--- src/rtl/bit_serializer.sv ---
// Parallel-in, serial-out stage feeding the pattern recognizer's serial input.
// Valid/ready word intake, MSB/LSB-first shifting, end-of-word pulse, optional idle gap.
module bit_serializer #(
    parameter int   WIDTH    = 8,
    parameter int   GAP      = 1,
    parameter logic IDLE_BIT = 1'b1
) (
    input  logic             clk,
    input  logic             reset,
    input  logic [WIDTH-1:0] din,
    input  logic             din_valid,
    output logic             din_ready,
    input  logic             msb_first,
    output logic             a,
    output logic             a_valid,
    output logic             busy,
    output logic             done
);

    localparam int            CW       = $clog2(WIDTH);
    localparam logic [CW-1:0] BIT_LAST = CW'(WIDTH - 1);
    localparam logic [3:0]    GAP_LAST = 4'((GAP > 0) ? GAP - 1 : 0);

    typedef enum logic [1:0] {
        S_IDLE,
        S_SHIFT,
        S_GAP
    } state_t;

    state_t           state;
    state_t           state_next;
    logic [WIDTH-1:0] sreg;
    logic             order;
    logic [CW-1:0]    bit_cnt;
    logic [3:0]       gap_cnt;
    logic             last_bit;
    logic             accept;

    assign last_bit = (state == S_SHIFT) && (bit_cnt == BIT_LAST);
    assign accept   = din_valid && din_ready;

    always_ff @(posedge clk) begin
        if (reset) begin
            state   <= S_IDLE;
            sreg    <= '0;
            order   <= 1'b0;
            bit_cnt <= '0;
            gap_cnt <= '0;
        end else begin
            state <= state_next;
            if (accept) begin
                sreg    <= din;
                order   <= msb_first;
                bit_cnt <= '0;
            end else if (state == S_SHIFT) begin
                sreg    <= order ? {sreg[WIDTH-2:0], 1'b0} : {1'b0, sreg[WIDTH-1:1]};
                bit_cnt <= bit_cnt + CW'(1);
            end
            // gap counter restarts every time a word is shifting, so GAP always begins at 0
            if (state == S_GAP) begin
                gap_cnt <= gap_cnt + 4'd1;
            end else begin
                gap_cnt <= '0;
            end
        end
    end

    always_comb begin
        state_next = state;
        din_ready  = 1'b0;
        a          = IDLE_BIT;
        a_valid    = 1'b0;
        busy       = 1'b0;
        done       = 1'b0;
        case (state)
            S_IDLE: begin
                din_ready = 1'b1;
                if (din_valid) begin
                    state_next = S_SHIFT;
                end
            end
            S_SHIFT: begin
                a       = order ? sreg[WIDTH-1] : sreg[0];
                a_valid = 1'b1;
                busy    = 1'b1;
                done    = last_bit;
                // with no gap the next word may be taken on the last bit, keeping the line full
                din_ready = (GAP == 0) && last_bit;
                if (last_bit) begin
                    if (din_valid && (GAP == 0)) begin
                        state_next = S_SHIFT;
                    end else if (GAP > 0) begin
                        state_next = S_GAP;
                    end else begin
                        state_next = S_IDLE;
                    end
                end
            end
            S_GAP: begin
                busy = 1'b1;
                if (gap_cnt == GAP_LAST) begin
                    state_next = S_IDLE;
                end
            end
            default: begin
                state_next = S_IDLE;
            end
        endcase
    end

endmodule

--- config.mk ---
export PLATFORM = sky130hd
export DESIGN_NAME = bit_serializer
export DESIGN_NICKNAME = d
export VERILOG_FILES = /design/src/rtl/bit_serializer.sv
export SDC_FILE = /design/constraint.sdc
export NUM_CORES = 1
export LEC_CHECK = 0
export ABC_AREA = 1
export CAP_MARGIN = 10
export CORE_MARGIN = 3
export CORE_UTILIZATION = 60
export CTS_BUF_LIST = sky130_fd_sc_hd__clkbuf_8
export DETAILED_ROUTE_END_ITERATION = 8
export DONT_BUFFER_PORTS = 1
export GPL_TIMING_DRIVEN = 0
export PLACE_DENSITY = 0.76
export SYNTH_ARGS = -nofsm -noshare
export SYNTH_HDL_FRONTEND = slang
export SYNTH_SLANG_ARGS = --single-unit
--- constraint.sdc ---
create_clock -name clk -period 1.65 [get_ports clk]
set_input_delay 0.0825 -clock clk [delete_from_list [all_inputs] [get_ports clk]]
set_output_delay 0.0825 -clock clk [all_outputs]
set_load 0.1 [all_outputs]
==> metrics.md, run 1 <==
| Metric | Value |
|---|---|
| Fmax | between 600 and 700 MHz |
| Switching Fraction | 0.487 |
| Required time worst endpoint | between 1500 and 2000 ps |
| Top post-synthesis cells by area | dfxtp_1 (34%), nand2_1 (12%), ha_1 (9.5%), inv_1 (7.1%), a21oi_1 (5.2%) |
| Vias in the first global route | 729 |
| Seq pwr share | 0.275 |
| Clock power frac | 0.120 |
| Mapped Nets | 160 |
| Layout area overhead | 17.4% |
| Internal power | 1.27 mW |
| Outcome | finished clean |
| Global-route wire length before repair | between 3000 and 4000 um |
| WS Path Type | reg2out |
| Sw power | about 1.2 mW |
| Most common cell after layout, fill and taps aside | nand2_1 |
| Setup Skew | 3.22 ps |
| Hold Path Origin | din[7] |
| Die Y | 48 um |
| Worst vdd ir | 2.42 mV |
| Final ANT Viol Nets | 0 |
| Clock Latency Late Sink | between 200 and 300 ps |
| Crit. End Element | primary output |
| Comb pwr share | 0.605 |
| Total negative slack | 0 ps |
| # nets final | approximately 170 |
| Congestion Overflow GR | 0 |
| Layout cells sized above 1 | 0.248 |
| GP Congestion | 0.805 |
| DRC errors left | 0 |
| Slew Viols, Final | 0 |
| Clk buf depth | 2 |
| WHS Path Cells | 2 |
| Leakage | approximately 0.54 nW |
| Crit start category | flop |
| P per Cell Area | ~2000 nW/um^2 |
| Global Route Usage Sum | 0.204 |
| Reg2reg end | state[1]$_SDFFE_PP0P_ |
| Largest net degree at the start of global routing | 11 |
| CP Max Fanout | 5 |
| H-tree depth | 1 |
| Worst Path Arrival | about 1600 ps |
| Final worst setup slack | about 14 ps |
| Most used DFF post-synth | dfxtp_1 |
| Post-synth ARST share | 0 |
| Gate Count Post-Synth | 140 |
| Yosys top cell by area | dfxtp_1 |
| Clock Pin Slew Worst Setup and Hold Paths | ~60 ps |
| Slew headroom | 0.528 |
| Total power | between 2 and 2.5 mW |
| Setup violations, final | 0 |
| Final Hold Viols | 0 |
| RSZ-0062 raised after global routing | true |
| Yosys cell types | 25 |
| Post-synth EDFFs | 0 |
| DIE AREA | around 2300 um^2 |
| # rows | 14 |
| Vias | between 800 and 900 |
| Warnings from Yosys | 0 |
| Average size of a mapped cell | 7.56 um^2 |
| IO Pins | 17 |
| Minimum clock period | around 1600 ps |
| Drt wl/cell | approximately 13 um |
| # diodes | 0 |
| Max Cap Viol | 0 |
| CTS sink cnt | 18 |
| Fin crit share | 0.992 |
| Yosys top cell area share | 0.340 |
| DR pass1 iterations | 4 |
| WHS Endpoint | sreg[7]$_SDFFE_PP0P_ |
| Sequential-to-total area share from yosys stat | 0.340 |
| Worst Max-Slew Pin Slew | around 700 ps |
| Reg2reg path depth | 9 |
| CTS Root Cell | clkbuf_8 |
| Hold Path Class | in2reg |
| HPWL after DPL | around 1500 um |
| First DRT Iteration DRCs | 11 |
| Reg2reg start | state[1]$_SDFFE_PP0P_ |
| Starting Density | 0.671 |
| Commonest non-fill, non-tap cells in the layout | nand2_1 (33), inv_1 (18), dfxtp_1 (16) |
| CTS tree | done |
| CTS buffer count | 3 |
| Pre-CTS WS | -21.7 ps |
| Netlist Area Pre-Place | 1060 um^2 |
| Port bufs | 0 |
| Die extent in x | approximately 48 um |
| Synthesized flop and latch total | 18 |
| Final wirelength | around 2100 um |
| R2r setup slk | 90 ps |
| Initial antenna violation count | 0 |
| Placeable Area | roughly 1600 um^2 |
| Via/cell ratio | approximately 5.3 |
==> kinds of logic after synthesis <==
| logic type | share of synthesized area |
|---|---|
| adders and majority gates | 0.0946 |
| DFF | 0.340 |
| and+or+nand+nor | 0.225 |
| buffers and inverters | 0.142 |
| AOI/OAI and AO/OA | 0.182 |
| xor gates and xnor gates | 0.0166 |
==> power by group through the flow <==
stage	registers, mW	clock network [mW]	logic (mW)
after floorplan	0.657	0	1.24
after global placement	0.675	0	1.35
after detailed placement	0.681	0	1.37
after CTS	0.679	0.304	1.48
after global routing	0.694	0.320	1.61
final	0.681	0.296	1.49
==> layout make-up <==
class                   count  area (um^2)
inverters                  22         96.3
fillers                   110          334
repair buffers              6         50.0
plain buffers               6         63.8
clock buffers               3         41.3
multi-input cells          94          608
well taps                  16         20.0
flip-flops and latches     18          363
==> through the flow <==
| step | instances | instance area (um^2) | util | hold WS [ps] |
|---|---|---|---|---|
| 2_1_floorplan | 140 | 1090 | - | 152 |
| 3_3_place_gp | 156 | 1110 | 0.705 | 153 |
| 6_report | 165 | 1240 | 0.788 | 16.5 |
| 5_1_grt | 165 | 1240 | 0.788 | 29.1 |
| 3_5_place_dp | 156 | 1110 | 0.705 | 154 |
| 4_1_cts | 165 | 1240 | 0.785 | 15.6 |
==> layer usage <==
| metal | up-vias | global-route usage | share of wire |
|---|---|---|---|
| met5 | - | 0 | 0 |
| met3 | 4 | 0.0376 | 0.036 |
| met2 | 16 | 0.332 | 0.43 |
| met4 | 0 | 0.0968 | 0.016 |
| li1 | 462 | - | - |
| met1 | 389 | 0.258 | 0.52 |
==> critical path, stage by stage (launching register included) <==
cell and delay, ps:
dfxtp_2 330, inv_4 60, ha_4 340, buf_8 180
inv_8 50, a21oi_4 120, o21ai_4 220
==> worst max path at each step <==
stage                                      from  to  slack, ps  depth (start not counted)
after floorplan           state[1]$_SDFFE_PP0P_   a         80                          6
after global placement    state[1]$_SDFFE_PP0P_   a          4                          6
after detailed placement  state[1]$_SDFFE_PP0P_   a        -20                          6
after CTS                 state[1]$_SDFFE_PP0P_   a          4                          6
after global routing      state[1]$_SDFFE_PP0P_   a        -30                          6
final                     state[1]$_SDFFE_PP0P_   a         10                          6
==> registers in the layout, indices dropped and copies added (netlist names) <==
| register | flops |
|---|---|
| state | 2 |
| sreg | 8 |
| bit_cnt | 3 |
| order | 1 |
| gap_cnt | 4 |
==> cell usage after synthesis (2+ instances only) <==
master,n
o21ai_0,5
inv_1,20
nor2_1,9
buf_6,2
ha_1,8
a21oi_1,11
nand2_1,34
o21ai_1,3
xnor2_1,2
buf_2,2
nand2_2,2
dfxtp_1,18
a21oi_2,3
o211ai_1,4
nand3_1,4
o21ai_2,4
==> timing repair <==
action,CTS,global route
cloned,0,0
resized for setup,10,1
buffers inserted,4,0
pin swaps,1,0
endpoints found under the hold margin,2,0
hold buffers,2,0
setup endpoints to repair,2,3
Note: power is estimated with default switching activity, not from simulation.
==> run 2, diff against run 1 <==
CELL_PAD_IN_SITES_DETAIL_PLACEMENT = 0   (was default)
CELL_PAD_IN_SITES_GLOBAL_PLACEMENT = 1   (was default)
CORE_MARGIN = 1   (was 3)
CORE_UTILIZATION = 47   (was 60)
PLACE_DENSITY = default   (was 0.76)
PLACE_DENSITY_LB_ADDON = 0.1   (was default)
TNS_END_PERCENT = 100   (was default)
==> run 2 against run 1 <==
Global-route usage is 0.62 points lower. Utilization shrank 16 points. Clock power grew 23%. Sequential share of layout area is 0.61 points lower. Register-to-register slack about the same. Sequential cell count unchanged. Via count down 1.1%. Cell count increased by 7.9%. Setup slack worse by 9.5 ps. Hold slack gained 25 ps. Die area rose by 6.2%. Total power is 2.1% higher.
==> metrics.md, run 2 (synthesis gave the netlist of run 1 again) <==
| Metric | Value |
|---|---|
| Worst Max-Slew Pin Slew | roughly 700 ps |
| CTS Root Cell | clkbuf_8 |
| Clk buf depth | 2 |
| H-tree depth | 1 |
| Global-route wire length before repair | 3750 um |
| Comb pwr share | 0.585 |
| Setup Skew | about 2.0 ps |
| Setup violations, final | 0 |
| Vias | ~860 |
| Via/cell ratio | roughly 4.8 |
| # nets final | around 170 |
| Leakage | between 0.5 and 0.6 nW |
| CTS sink cnt | 18 |
| Outcome | finished clean |
| Clock Pin Slew Worst Setup and Hold Paths | roughly 70 ps |
| Minimum clock period | around 1600 ps |
| Flip-flop count of the largest register after layout | 8 |
| GP Congestion | about 0.75 |
| CP max stage delay | 400 ps |
| Slew headroom | 0.533 |
| P per Cell Area | between 1500 and 2000 nW/um^2 |
| Die extent in x | about 50 um |
| DRC errors left | 0 |
| Final ANT Viol Nets | 0 |
| Slew Viols, Final | 0 |
| # diodes | 0 |
| Global Route Usage Sum | 0.198 |
| DIE AREA | between 2000 and 2500 um^2 |
| Crit. End Element | primary output |
| # rows | 16 |
| CP Max Fanout | 4 |
| CTS buffer count | 3 |
| Drt wl/cell | 11.5 um |
| Critical Path Source | state[1]$_SDFFE_PP0P_ |
| Congestion Overflow GR | 0 |
| IO Pins | 17 |
| Worst path slowest cell | clkinvlp_4 |
| WS Path Type | reg2out |
| Fin crit share | 0.997 |
| Starting Density | 0.518 |
| Clock power frac | 0.145 |
| Layout cells sized above 1 | 0.245 |
| Total negative slack | 0 ps |
| Hold Path Class | in2reg |
| Switching Fraction | 0.477 |
| HPWL after DPL | 1470 um |
| Crit start category | flop |
| Seq pwr share | 0.271 |
| RSZ-0062 raised after global routing | true |
| Final wirelength | approximately 2000 um |
| First DRT Iteration DRCs | 17 |
| Port bufs | 0 |
| Reg with most FFs | sreg |
| Hold Path Origin | din[1] |
| Placeable Area | ~2000 um^2 |
| Sw power | 1.20 mW |
| Internal power | about 1.3 mW |
| Top Registers | sreg (8), gap_cnt (4), bit_cnt (3) |
| Die Y | 49.5 um |
| Most common cell after layout, fill and taps aside | nand2_1 |
| Commonest non-fill, non-tap cells in the layout | nand2_1 (33), inv_1 (18), dfxtp_1 (16) |
| Worst vdd ir | slightly above 2 mV |
| Final core utilization | 0.626 |
| Initial antenna violation count | 0 |
| Reg2reg start | state[1]$_SDFFE_PP0P_ |
| DR pass1 iterations | 4 |
| Worst Path Arrival | ~1600 ps |
| Clock Latency Late Sink | roughly 250 ps |
| Max Cap Viol | 0 |
| Largest net degree at the start of global routing | 11 |
| CTS tree | done |
| Layout area overhead | 20.7% |
| Required time worst endpoint | 1570 ps |
| Vias in the first global route | 865 |
| Total power | roughly 2.5 mW |
| Final Hold Viols | 0 |
| Fmax | just over 600 MHz |
| Critical Path, Cell by Cell | inv_4 > ha_4 > buf_8 > nand2_4 > clkinvlp_4 |
[run 2: routing by layer]
| metal | wire (um) | vias up | track usage |
|---|---|---|---|
| met4 | 23 | 0 | 0.0476 |
| met5 | 0 | - | 0 |
| met2 | 986 | 16 | 0.342 |
| met3 | 90 | 2 | 0.0432 |
| li1 | - | 463 | - |
| met1 | 943 | 380 | 0.249 |
[run 2: repair_timing]
action,CTS,global route
setup endpoints to repair,2,3
buffers inserted,4,0
endpoints found under the hold margin,2,0
gates resized for setup,9,2
hold buffers,3,0
pin swaps,1,2
[run 2: power groups by stage]
stage / clock [mW] / sequential (mW) / combinational (mW)
2_1_floorplan: 0 / 0.657 / 1.24
3_3_place_gp: 0 / 0.676 / 1.35
3_5_place_dp: 0 / 0.682 / 1.37
4_1_cts: 0.375 / 0.680 / 1.48
5_1_grt: 0.394 / 0.705 / 1.60
6_report: 0.365 / 0.683 / 1.47
[run 2: area by class of cell]
class | instances | area [um^2]
well taps | 27 | 33.8
clock buffers | 4 | 55.1
repair buffers | 7 | 60.1
inverters | 22 | 96.3
multi-input cells | 94 | 603
flip-flops and latches | 18 | 365
fillers | 199 | 764
plain buffers | 6 | 63.8
[run 2: critical path: cells and delay by family (launching register included)]
family / cells / cell delay [ps]
buffers and inverters: 3 / 620
AND/OR/NAND/NOR: 1 / 60
adder cells (fa/ha/maj): 1 / 260
flip-flops: 1 / 360
[run 2: worst paths after layout]
| kind | endpoint | slack (ps) | depth (start not counted) |
|---|---|---|---|
| worst max register to register | sreg[4]$_SDFFE_PP0P_ | 100 | 9 |
| worst min-delay path | sreg[1]$_SDFFE_PP0P_ | 40 | 4 |
| worst max-delay path | done | 4 | 5 |
| worst min register to register | bit_cnt[1]$_SDFFE_PP0N_ | 460 | 2 |
[run 2: through the flow]
stage | cell area [um^2] | setup slack, ps | std cells | hold slack (ps)
after global placement | 1120 | -10.6 | 167 | 152
after detailed placement | 1120 | -27.5 | 167 | 154
after floorplan | 1090 | 75.4 | 140 | 152
after global routing | 1280 | -35.6 | 178 | 42.0
after CTS | 1270 | -5.01 | 178 | 36.7
final | 1280 | 4.40 | 178 | 41.2
==> run 3, diff against run 2 <==
CORE_UTILIZATION = 40   (was 47)
==> run 3 against run 2 <==
The run now ends with negative setup slack left. Register-to-register slack got worse by 60 ps. Clock-buffer cell count unchanged. Setup slack got worse by 9.5 ps. First-iteration DRC count rose by 5.9%. Design area grew 5.2%. Global-route usage shrank 1.9 points. Cell count up 3.9%. Die area grew 17%. Sequential cell count unchanged. Critical path depth is 1 higher. Sequential share of layout area is 1.4 points lower. Hold slack improved by 3.1 ps. Largest cell class unchanged.
==> metrics.md, run 3 (synthesis gave the netlist of run 1 again) <==
| Metric | Value |
|---|---|
| Comb pwr share | 0.608 |
| Starting Density | 0.423 |
| Sw power | approximately 1.3 mW |
| FILL cells | 243 |
| Fmax | around 600 MHz |
| Fin crit share | 1.00 |
| Layout area overhead | 27.0% |
| Reg2reg start | state[1]$_SDFFE_PP0P_ |
| GP Congestion | 0.742 |
| DRC errors left | 0 |
| CP Max Fanout | 4 |
| CTS Root Cell | clkbuf_8 |
| Crit. End Element | primary output |
| FF/Latch Area | 365 um^2 |
| Global Route Usage Sum | 0.179 |
| WS Path Type | reg2out |
| Vias | 896 |
| CTS tree | done |
| Clk buf depth | 2 |
| Clock power frac | 0.136 |
| Reg with most FFs | sreg |
| Switching Fraction | 0.468 |
| CTS buffer count | 3 |
| HPWL after DPL | about 1500 um |
| Hold Path Origin | din[2] |
| Top Registers | sreg (8), gap_cnt (4), bit_cnt (3) |
| R2r setup slk | about 40 ps |
| Post-DP Area | roughly 1100 um^2 |
| Vias in the first global route | just under 800 |
| Slew headroom | 0.536 |
| Placeable Area | approximately 2500 um^2 |
| # diodes | 0 |
| WHS Endpoint | sreg[2]$_SDFFE_PP0P_ |
| CTS sink cnt | 18 |
| # nets final | around 180 |
| Final ANT Viol Nets | 0 |
| Outcome | finished with violations |
| Crit start category | flop |
| Largest net degree at the start of global routing | 11 |
| Pre-CTS WS | -20.8 ps |
| Setup violations, final | 1 |
| Seq pwr share | 0.256 |
| Global-route wire length before repair | 3450 um |
| IO Pins | 17 |
| WHS Path Cells | 4 |
| Flip-flop count of the largest register after layout | 8 |
| Hold Path Class | in2reg |
| Final Instance Area | between 1000 and 1500 um^2 |
| Initial antenna violation count | 0 |
| Final non-filler cell total | 185 |
| H-tree depth | 1 |
| Final core utilization | 0.538 |
| Die Y | between 50 and 60 um |
| # rows | 18 |
| Minimum clock period | between 1500 and 2000 ps |
| Drt wl/cell | between 10 and 15 um |
| Leakage | a little under 0.6 nW |
| Clock Latency Late Sink | 260 ps |
| Layout cells sized above 1 | 0.271 |
| Worst Max-Slew Pin Slew | just under 700 ps |
| RSZ-0062 raised after global routing | true |
| Final wirelength | between 2000 and 2500 um |
| Required time worst endpoint | about 1600 ps |
| Multi-input logic area | 616 um^2 |
| Setup Skew | 2.18 ps |
| Via/cell ratio | 4.84 |
| Final Hold Viols | 0 |
| DIE AREA | between 2000 and 3000 um^2 |
| Clock Pin Slew Worst Setup and Hold Paths | 70 ps |
| DR pass1 iterations | 4 |
| Worst vdd ir | around 1.6 mV |
| Max Cap Viol | 0 |
| Final worst setup slack | -5.06 ps |
| Die extent in x | approximately 53 um |
| Worst Path Arrival | around 1600 ps |
| Placed insts | 170 |
| First DRT Iteration DRCs | 18 |
| Commonest non-fill, non-tap cells in the layout | nand2_1 (33), inv_1 (18), dfxtp_1 (16) |
| Slew Viols, Final | 0 |
| Reg2reg end | sreg[3]$_SDFFE_PP0P_ |
| P per Cell Area | 1990 nW/um^2 |
| Most common cell after layout, fill and taps aside | nand2_1 |
| Port bufs | 0 |
| Failing checks | negative setup slack |
| Congestion Overflow GR | 0 |
| Reg2reg path depth | 10 |
| Internal power | roughly 1.4 mW |
-- run 3: power groups by stage --
stage / Clock, mW / Sequential, mW / Combinational [mW]
final: 0.365 / 0.685 / 1.62
after global routing: 0.401 / 0.700 / 1.75
after CTS: 0.378 / 0.682 / 1.48
after detailed placement: 0 / 0.681 / 1.38
after global placement: 0 / 0.678 / 1.36
after floorplan: 0 / 0.657 / 1.24
-- run 3: stage by stage --
step	hold WS (ps)	setup TNS [ps]	power, mW
3_3_place_gp	152	-23.0	2.04
6_report	44.3	-5.06	2.67
3_5_place_dp	156	-20.8	2.06
2_1_floorplan	152	0	1.90
5_1_grt	63.2	-164	2.85
4_1_cts	37.2	-10.7	2.54
-- run 3: worst max-delay path by stage --
stage	startpoint	endpoint	cells past startpoint
final	state[1]$_SDFFE_PP0P_	a	6
after global routing	state[1]$_SDFFE_PP0P_	a	6
after CTS	state[1]$_SDFFE_PP0P_	done	5
after detailed placement	state[1]$_SDFFE_PP0P_	a	6
after global placement	state[1]$_SDFFE_PP0P_	a	6
after floorplan	state[1]$_SDFFE_PP0P_	a	6
-- run 3: area by class of cell --
type / instances / share of cell area
Inverter: 22 / 0.0736
Clock buffer: 4 / 0.0410
Tap cell: 30 / 0.0279
Timing Repair Buffer: 11 / 0.0801
Buffer: 6 / 0.0475
Sequential cell: 18 / 0.272
Multi-Input combinational cell: 94 / 0.458
-- run 3: metal layers --
layer | wire length [um] | GRT usage | share of wire
met1 | 1090 | 0.224 | 0.48
met2 | 985 | 0.254 | 0.44
met3 | 109 | 0.0575 | 0.049
met4 | 62 | 0.123 | 0.028
met5 | 0 | 0 | 0
-- run 3: worst max-delay path, stage by stage, from the launching register on --
cell and delay (ps):
dfxtp_4 350, inv_4 60, ha_4 340, buf_8 180, inv_8 30, a21oi_4 130
o21ai_4 220
-- run 3: timing repair --
| item | 4_1_cts | 5_1_grt |
|---|---|---|
| setup buffers | 4 | 3 |
| hold buffers | 3 | 0 |
| endpoints found under the setup margin | 2 | 7 |
| gates resized for setup | 10 | 4 |
| pin swaps | 1 | 1 |
| gates cloned | 0 | 1 |
| endpoints found under the hold margin | 2 | 0 |
